<file path="src/rtl/apb_master_bridge.sv">
// APB3 initiator: valid/ready command stream in, APB transfer out, response stream back.
// Optional ACCESS-phase watchdog enabled by defining APB_MASTER_TIMEOUT_EN.
module apb_master_bridge #(
  parameter int unsigned ADDR_WIDTH     = 32,
  parameter int unsigned DATA_WIDTH     = 32,
  parameter int unsigned TIMEOUT_CYCLES = 256
) (
  input  logic                  PCLK,
  input  logic                  PRESET,
  input  logic                  cmd_valid,
  output logic                  cmd_ready,
  input  logic                  cmd_write,
  input  logic [ADDR_WIDTH-1:0] cmd_addr,
  input  logic [DATA_WIDTH-1:0] cmd_wdata,
  output logic                  rsp_valid,
  input  logic                  rsp_ready,
  output logic [DATA_WIDTH-1:0] rsp_rdata,
  output logic                  rsp_slverr,
  output logic                  rsp_timeout,
  output logic                  PSEL,
  output logic                  PENABLE,
  output logic                  PWRITE,
  output logic [ADDR_WIDTH-1:0] PADDR,
  output logic [DATA_WIDTH-1:0] PWDATA,
  input  logic [DATA_WIDTH-1:0] PRDATA,
  input  logic                  PREADY,
  input  logic                  PSLVERR,
  input  logic                  interrupt,
  output logic                  irq_o
);

  typedef enum logic [1:0] {IDLE, SETUP, ACCESS, RESP} state_t;

  localparam logic [ADDR_WIDTH-1:0] ADDR_MASK =
    (DATA_WIDTH == 32) ? {{(ADDR_WIDTH-2){1'b1}}, 2'b00} : '1;

  state_t state, state_next;
  logic   accept;
  logic   timeout_hit;
  logic   complete;

  assign accept   = cmd_valid && (state == IDLE);
  assign complete = (state == ACCESS) && (PREADY || timeout_hit);

  always_ff @(posedge PCLK or posedge PRESET) begin
    if (PRESET) state <= IDLE;
    else        state <= state_next;
  end

  // Bus controls decode straight from state so a reset drops them without a clock.
  always_comb begin
    state_next = state;
    cmd_ready  = 1'b0;
    PSEL       = 1'b0;
    PENABLE    = 1'b0;
    rsp_valid  = 1'b0;
    case (state)
      IDLE: begin
        cmd_ready = 1'b1;
        if (accept) state_next = SETUP;
      end
      SETUP: begin
        PSEL       = 1'b1;
        state_next = ACCESS;
      end
      ACCESS: begin
        PSEL    = 1'b1;
        PENABLE = 1'b1;
        if (complete) state_next = RESP;
      end
      RESP: begin
        rsp_valid = 1'b1;
        if (rsp_ready) state_next = IDLE;
      end
      default: state_next = IDLE;
    endcase
  end

  always_ff @(posedge PCLK or posedge PRESET) begin
    if (PRESET) begin
      PWRITE     <= 1'b0;
      PADDR      <= '0;
      PWDATA     <= '0;
      rsp_rdata  <= '0;
      rsp_slverr <= 1'b0;
      irq_o      <= 1'b0;
    end else begin
      irq_o <= interrupt;
      if (accept) begin
        PWRITE <= cmd_write;
        PADDR  <= cmd_addr & ADDR_MASK;
        PWDATA <= cmd_wdata;
      end
      if ((state == ACCESS) && PREADY) begin
        rsp_rdata  <= PWRITE ? '0 : PRDATA;
        rsp_slverr <= PSLVERR;
      end else if (timeout_hit) begin
        rsp_rdata  <= '0;
        rsp_slverr <= 1'b1;
      end
    end
  end

`ifdef APB_MASTER_TIMEOUT_EN
  localparam int unsigned CW = $clog2(TIMEOUT_CYCLES + 1);

  logic [CW-1:0] wait_cnt;
  logic          timeout_q;

  // Abort on the edge where the count would reach the limit; PREADY on that cycle wins.
  assign timeout_hit = (state == ACCESS) && !PREADY && (wait_cnt == CW'(TIMEOUT_CYCLES - 1));
  assign rsp_timeout = timeout_q;

  always_ff @(posedge PCLK or posedge PRESET) begin
    if (PRESET) begin
      wait_cnt  <= '0;
      timeout_q <= 1'b0;
    end else begin
      if (state == SETUP)                    wait_cnt <= '0;
      else if ((state == ACCESS) && !PREADY) wait_cnt <= wait_cnt + 1'b1;
      if (complete) timeout_q <= timeout_hit;
    end
  end
`else
  assign timeout_hit = 1'b0;
  assign rsp_timeout = 1'b0;
`endif

endmodule

</file>
<file path="config.mk">
export PLATFORM = sky130hd
export DESIGN_NAME = apb_master_bridge
export DESIGN_NICKNAME = d
export VERILOG_FILES = /design/src/rtl/apb_master_bridge.sv
export SDC_FILE = /design/constraint.sdc
export NUM_CORES = 1
export LEC_CHECK = 0
export ABC_AREA = 1
export CAP_MARGIN = 5
export CORE_UTILIZATION = 30
export DETAILED_ROUTE_END_ITERATION = 16
export SLEW_MARGIN = 20
export SYNTH_ARGS = -nofsm -noshare
export SYNTH_HDL_FRONTEND = slang
export SYNTH_SLANG_ARGS = --single-unit
</file>
<file path="constraint.sdc">
create_clock -name PCLK -period 4.4 [get_ports PCLK]
set_input_delay 1.1 -clock PCLK [delete_from_list [all_inputs] [get_ports PCLK]]
set_output_delay 1.1 -clock PCLK [all_outputs]
set_load 0.05 [all_outputs]
</file>
After elaboration in Yosys (flattened, before gate mapping)
Cells that the tools add are included.

Bits in registers: 99. Output and inout bits: 104. Logic and storage cells: 27. Input bits: 104.

Multiplexer cells: 9. Equality and inequality tests: 6. Reductions and logical operators: 5.

Operator list (count): $mux 32 (1); $pmux 2 s4 (1); $mux 2 (3); $ne 2x2->1 const B (3); $eq 2x2->1 const B (2); $mux 1 (4); $reduce_and 3->1 (1); $eq 2x1->1 const B (1); $logic_and 1x1->1 (2); $logic_not 2->1 (1); $reduce_or 2->1 (1).

Longest topological paths before layout
Depth after elaboration: 4. Mapped depth: 7. Gate-level depth less buffers: 6.

Worst setup path before layout
OpenSTA, ideal clock, no wires.

Path kind: register -> output. From: register state[0]. To: output cmd_ready. Path slack: 2330 ps. Cell stages (with the launch flop): 3. Buffers on the path: 0. Required time: 3300 ps. Arrival time: 970 ps. Cells stage by stage: dfrtp_1 > inv_1 > ha_1.

Cells in the longest elaborated chain, start to end: 2.

Ends and longest elaborated chain: start, declared (RTL line 37) `state_t state, state_next;`; start signal, assigned (RTL line 47) `else state <= state_next;`; $logic_not 2->1 (RTL line 57) `case (state)`; $mux 1 (RTL line 57); end, declared (RTL line 11) `output logic cmd_ready,`.

No other way between the ends.

Worst setup path in the final report
From: register state[0]. To: output PENABLE.

Cells in the longest elaborated chain, start to end: 2.

Ends and longest elaborated chain: $eq 2x2->1 (RTL line 57); $mux 1 (RTL line 57); end, declared (RTL line 21) `output logic PENABLE,`.

No other way between the ends.

==> run_results.csv <==
group,metric,value,unit
setup_path,critPathRequiredTime,3.30,ns
setup_path,cp-end-kind,"primary output",
clock_network,cts_setup_buffers,0,
logic_synthesis,synthXorXnorAreaFrac,0,%
timing,clock_skew,0.00257,ns
setup_path,critPathMaxFanout,5,
setup_path,critPathTopFamily,"buffers and inverters",
route,routed_wirelength,11200,um
clock_network,cts.repair.resized,0,
cells_and_area,drive_gt1_share,4.75,%
clock_network,cts_buffers,9,
setup_path,regToRegEndpoint,"PWRITE",
timing,tightestPinTransition,1.03,ns
min_path,hold_class,"register to register",
logic_synthesis,synth-simple-area-share,26.9,%
min_path,min_to,"PWDATA[1]",
clock_network,ctsHoldBuffers,0,
floorplan,fp.dieH,118,um
power_and_ir_drop,max-vdd-ir-drop,0.361,mV
power_and_ir_drop,leakagePower,2.97,nW
grt,grt_first_pass_wirelength,18400,um
timing,tns,0,ns
setup_path,crit_chain,"inv_1, ha_1, clkdlybuf4s50_1",
logic_synthesis,synth_area_leader_cell,"dfrtp_1",
placed_design,port_buffers,202,
logic_synthesis,synthAdderAreaFrac,0.924,%
floorplan,num_rows,42,
setup_path,ff2ff_path_depth,6,
placed_design,dpl_cell_area,6130,um^2
setup_path,cpPeakStageDelay,0.86,ns
cells_and_area,diodes,0,
logic_synthesis,synth.area.top_cells,"dfrtp_1, nand2_1, nand3_1",
timing,rsz0062_at_grt,"no",
setup_path,critPathArrivalTime,1.99,ns
floorplan,die_w,118,um
logic_synthesis,netlist-cell-type-count,17,
setup_path,r2r_start,"state[0]",
clock_network,clockBufferDepth,2,
logic_synthesis,synth_ff_type,"dfrtp_1",
logic_synthesis,postSynthCellCount,445,
clock_network,htree_levels,3,
setup_path,path_class,"register to primary output",
route,ant_nets,0,
logic_synthesis,synth-seq-cells,99,
route,drcViolationCount,0,
timing,hold_viol,0,
logic_synthesis,synth_compound_area_share,4.99,%
clock_network,path_clk_slew,0.06,ns
timing,fin_crit_sh,70.2,%
timing,max_freq,0.324,GHz
clock_network,clkLatencyLatePin,0.34,ns
clock_network,cts_root_buf,"clkbuf_16",
route,vias_per_cell,4.43,
clock_network,cts_sinks,99,
setup_path,start_kind,"register",
run_status,status,"finished clean",
route,vias,3579,
logic_synthesis,synthMuxAreaShare,0,%
grt,grt_start_max_net_pins,85,
logic_synthesis,syn_area,4060,um^2
grt,antenna_found_initial,0,
setup_path,slowest_stage,"clkdlybuf4s50_1",
cells_and_area,area_growth,57.3,%
logic_synthesis,ys_seq_area_share,61.0,%
logic_synthesis,yosys_warnings,0,
cells_and_area,final_cell_area,6390,um^2
floorplan,io_pins,208,
logic_synthesis,synth.most_common_cell,"nand2_1",
logic_synthesis,synth_top_family_by_area,"simple AND/OR/NAND/NOR gates",
logic_synthesis,synth_area_per_cell,9.13,um^2
min_path,hold_path_depth,2,
grt,gr-total-overflow,0,
logic_synthesis,synthArstFlopShare,100,%
route,first_iter_violations,173,
floorplan,fp.coreArea,13200,um^2
logic_synthesis,synth_edf_count,0,
route,drt_pre_antenna_iters,6,
floorplan,start_util,30.7,%
logic_synthesis,synth_top_area_share,61.0,%
timing,relSlewSlack,31.5,%
floorplan,dieArea,14000,um^2
placed_design,dp_slack,1.67,ns
cells_and_area,fillCellCount,1308,
run,maxCapViolCount,0,
timing,post-route-worst-setup-slack,1.31,ns
timing,finalMaxSlewViolations,0,
clock_network,cts_tree,"done",
timing,fin_crit,3.09,ns
route,wl_per_cell,13.8,um
placed_design,gp_congestion,0.782,
timing,hold_ws,0.470,ns
power_and_ir_drop,power.density,877,nW/um^2
grt,grtUsageTotal,16.6,%
setup_path,r2r_slack,2.05,ns
min_path,min_from,"PWDATA[1]",
grt,grt_pass1_vias,3631,
placed_design,dp_hpwl,7440,um
timing,finalSetupViolCount,0,
cells_and_area,nets,737,
logic_synthesis,synth.cells.most_frequent,"nand2_1, dfrtp_1, nand3_1, o21ai_1, buf_2",
setup_path,worst-path-buf-inv,2,
==> per-stage QoR <==
step,power [mW],std cells,util (%)
after floorplan,3.82,447,-
after global placement,4.88,795,46.2
after detailed placement,4.93,795,46.3
after CTS,5.67,807,48.2
after global routing,5.92,807,48.2
final,5.60,807,48.2
==> how the worst max path moves through the flow <==
stage	from	endpoint	slack, ns	cells past startpoint
after floorplan	PRESET	PADDR[10]	0.71	1
after global placement	PREADY	rsp_rdata[8]	1.58	4
after detailed placement	state[0]	PENABLE	1.67	3
after CTS	state[0]	PENABLE	1.28	3
after global routing	state[0]	PENABLE	1.20	3
final	state[0]	PENABLE	1.31	3
==> layer usage <==
layer  vias up  GRT usage, %  share of wire [%]  wire, um
met3        11          4.68                7.0       783
met4         0          6.72                1.3       147
met1      1656          21.1                 46      5120
met2       136          26.7                 46      5110
met5         -             0                  0         0
li1       1776             -                  -         -
==> state kept, by name (all words and copies together), names as in the netlist <==
name        cells
PWRITE          1
rsp_rdata      32
state           2
PADDR          30
rsp_slverr      1
PWDATA         32
irq_o           1
==> report_power, final <==
part / leakage (nW) / switching [mW] / internal [mW]
combinational: 1.58 / 2.30 / 1.03
sequential: 1.26 / 0.230 / 1.33
clock: 0.126 / 0.309 / 0.402
total: 2.97 / 2.84 / 2.76
==> placed cells by master, fill, tap and decap left out, drive strengths merged <==
master	count
nand4	2
ha	3
conb	3
clkdlybuf4s50	201
inv	9
nand2	200
nand3	64
dfrtp	99
a21oi	1
o21ai	32
clkbuf	12
nor2	1
buf	4
==> worst register-to-register path: stages (launching register included) <==
cell and delay (ns):
dfrtp_1 0.41, inv_1 0.10, ha_2 0.19, buf_4 0.57, nand2_4 0.60, nor2_1 0.26, a21oi_1 0.06
==> layout make-up <==
class,count,area [um^2],share of cell area (%)
Clock buffer,12,256,4.01
Inverter,9,38.8,0.607
Multi-Input combinational cell,306,1360,21.2
Sequential cell,99,2480,38.8
Tap cell,176,220,3.45
Timing Repair Buffer,205,2040,31.9
==> logic make-up (layout without fill, tap and decap cells) <==
| kind of cell | count (synthesis) | in the layout |
|---|---|---|
| adders and majority gates | 3 | 3 |
| AOI/OAI and AO/OA | 33 | 33 |
| buffers and inverters | 42 | 226 |
| DFF | 99 | 99 |
| and+or+nand+nor | 267 | 267 |
| other | 1 | 3 |
(Power assumes the default switching activity.)
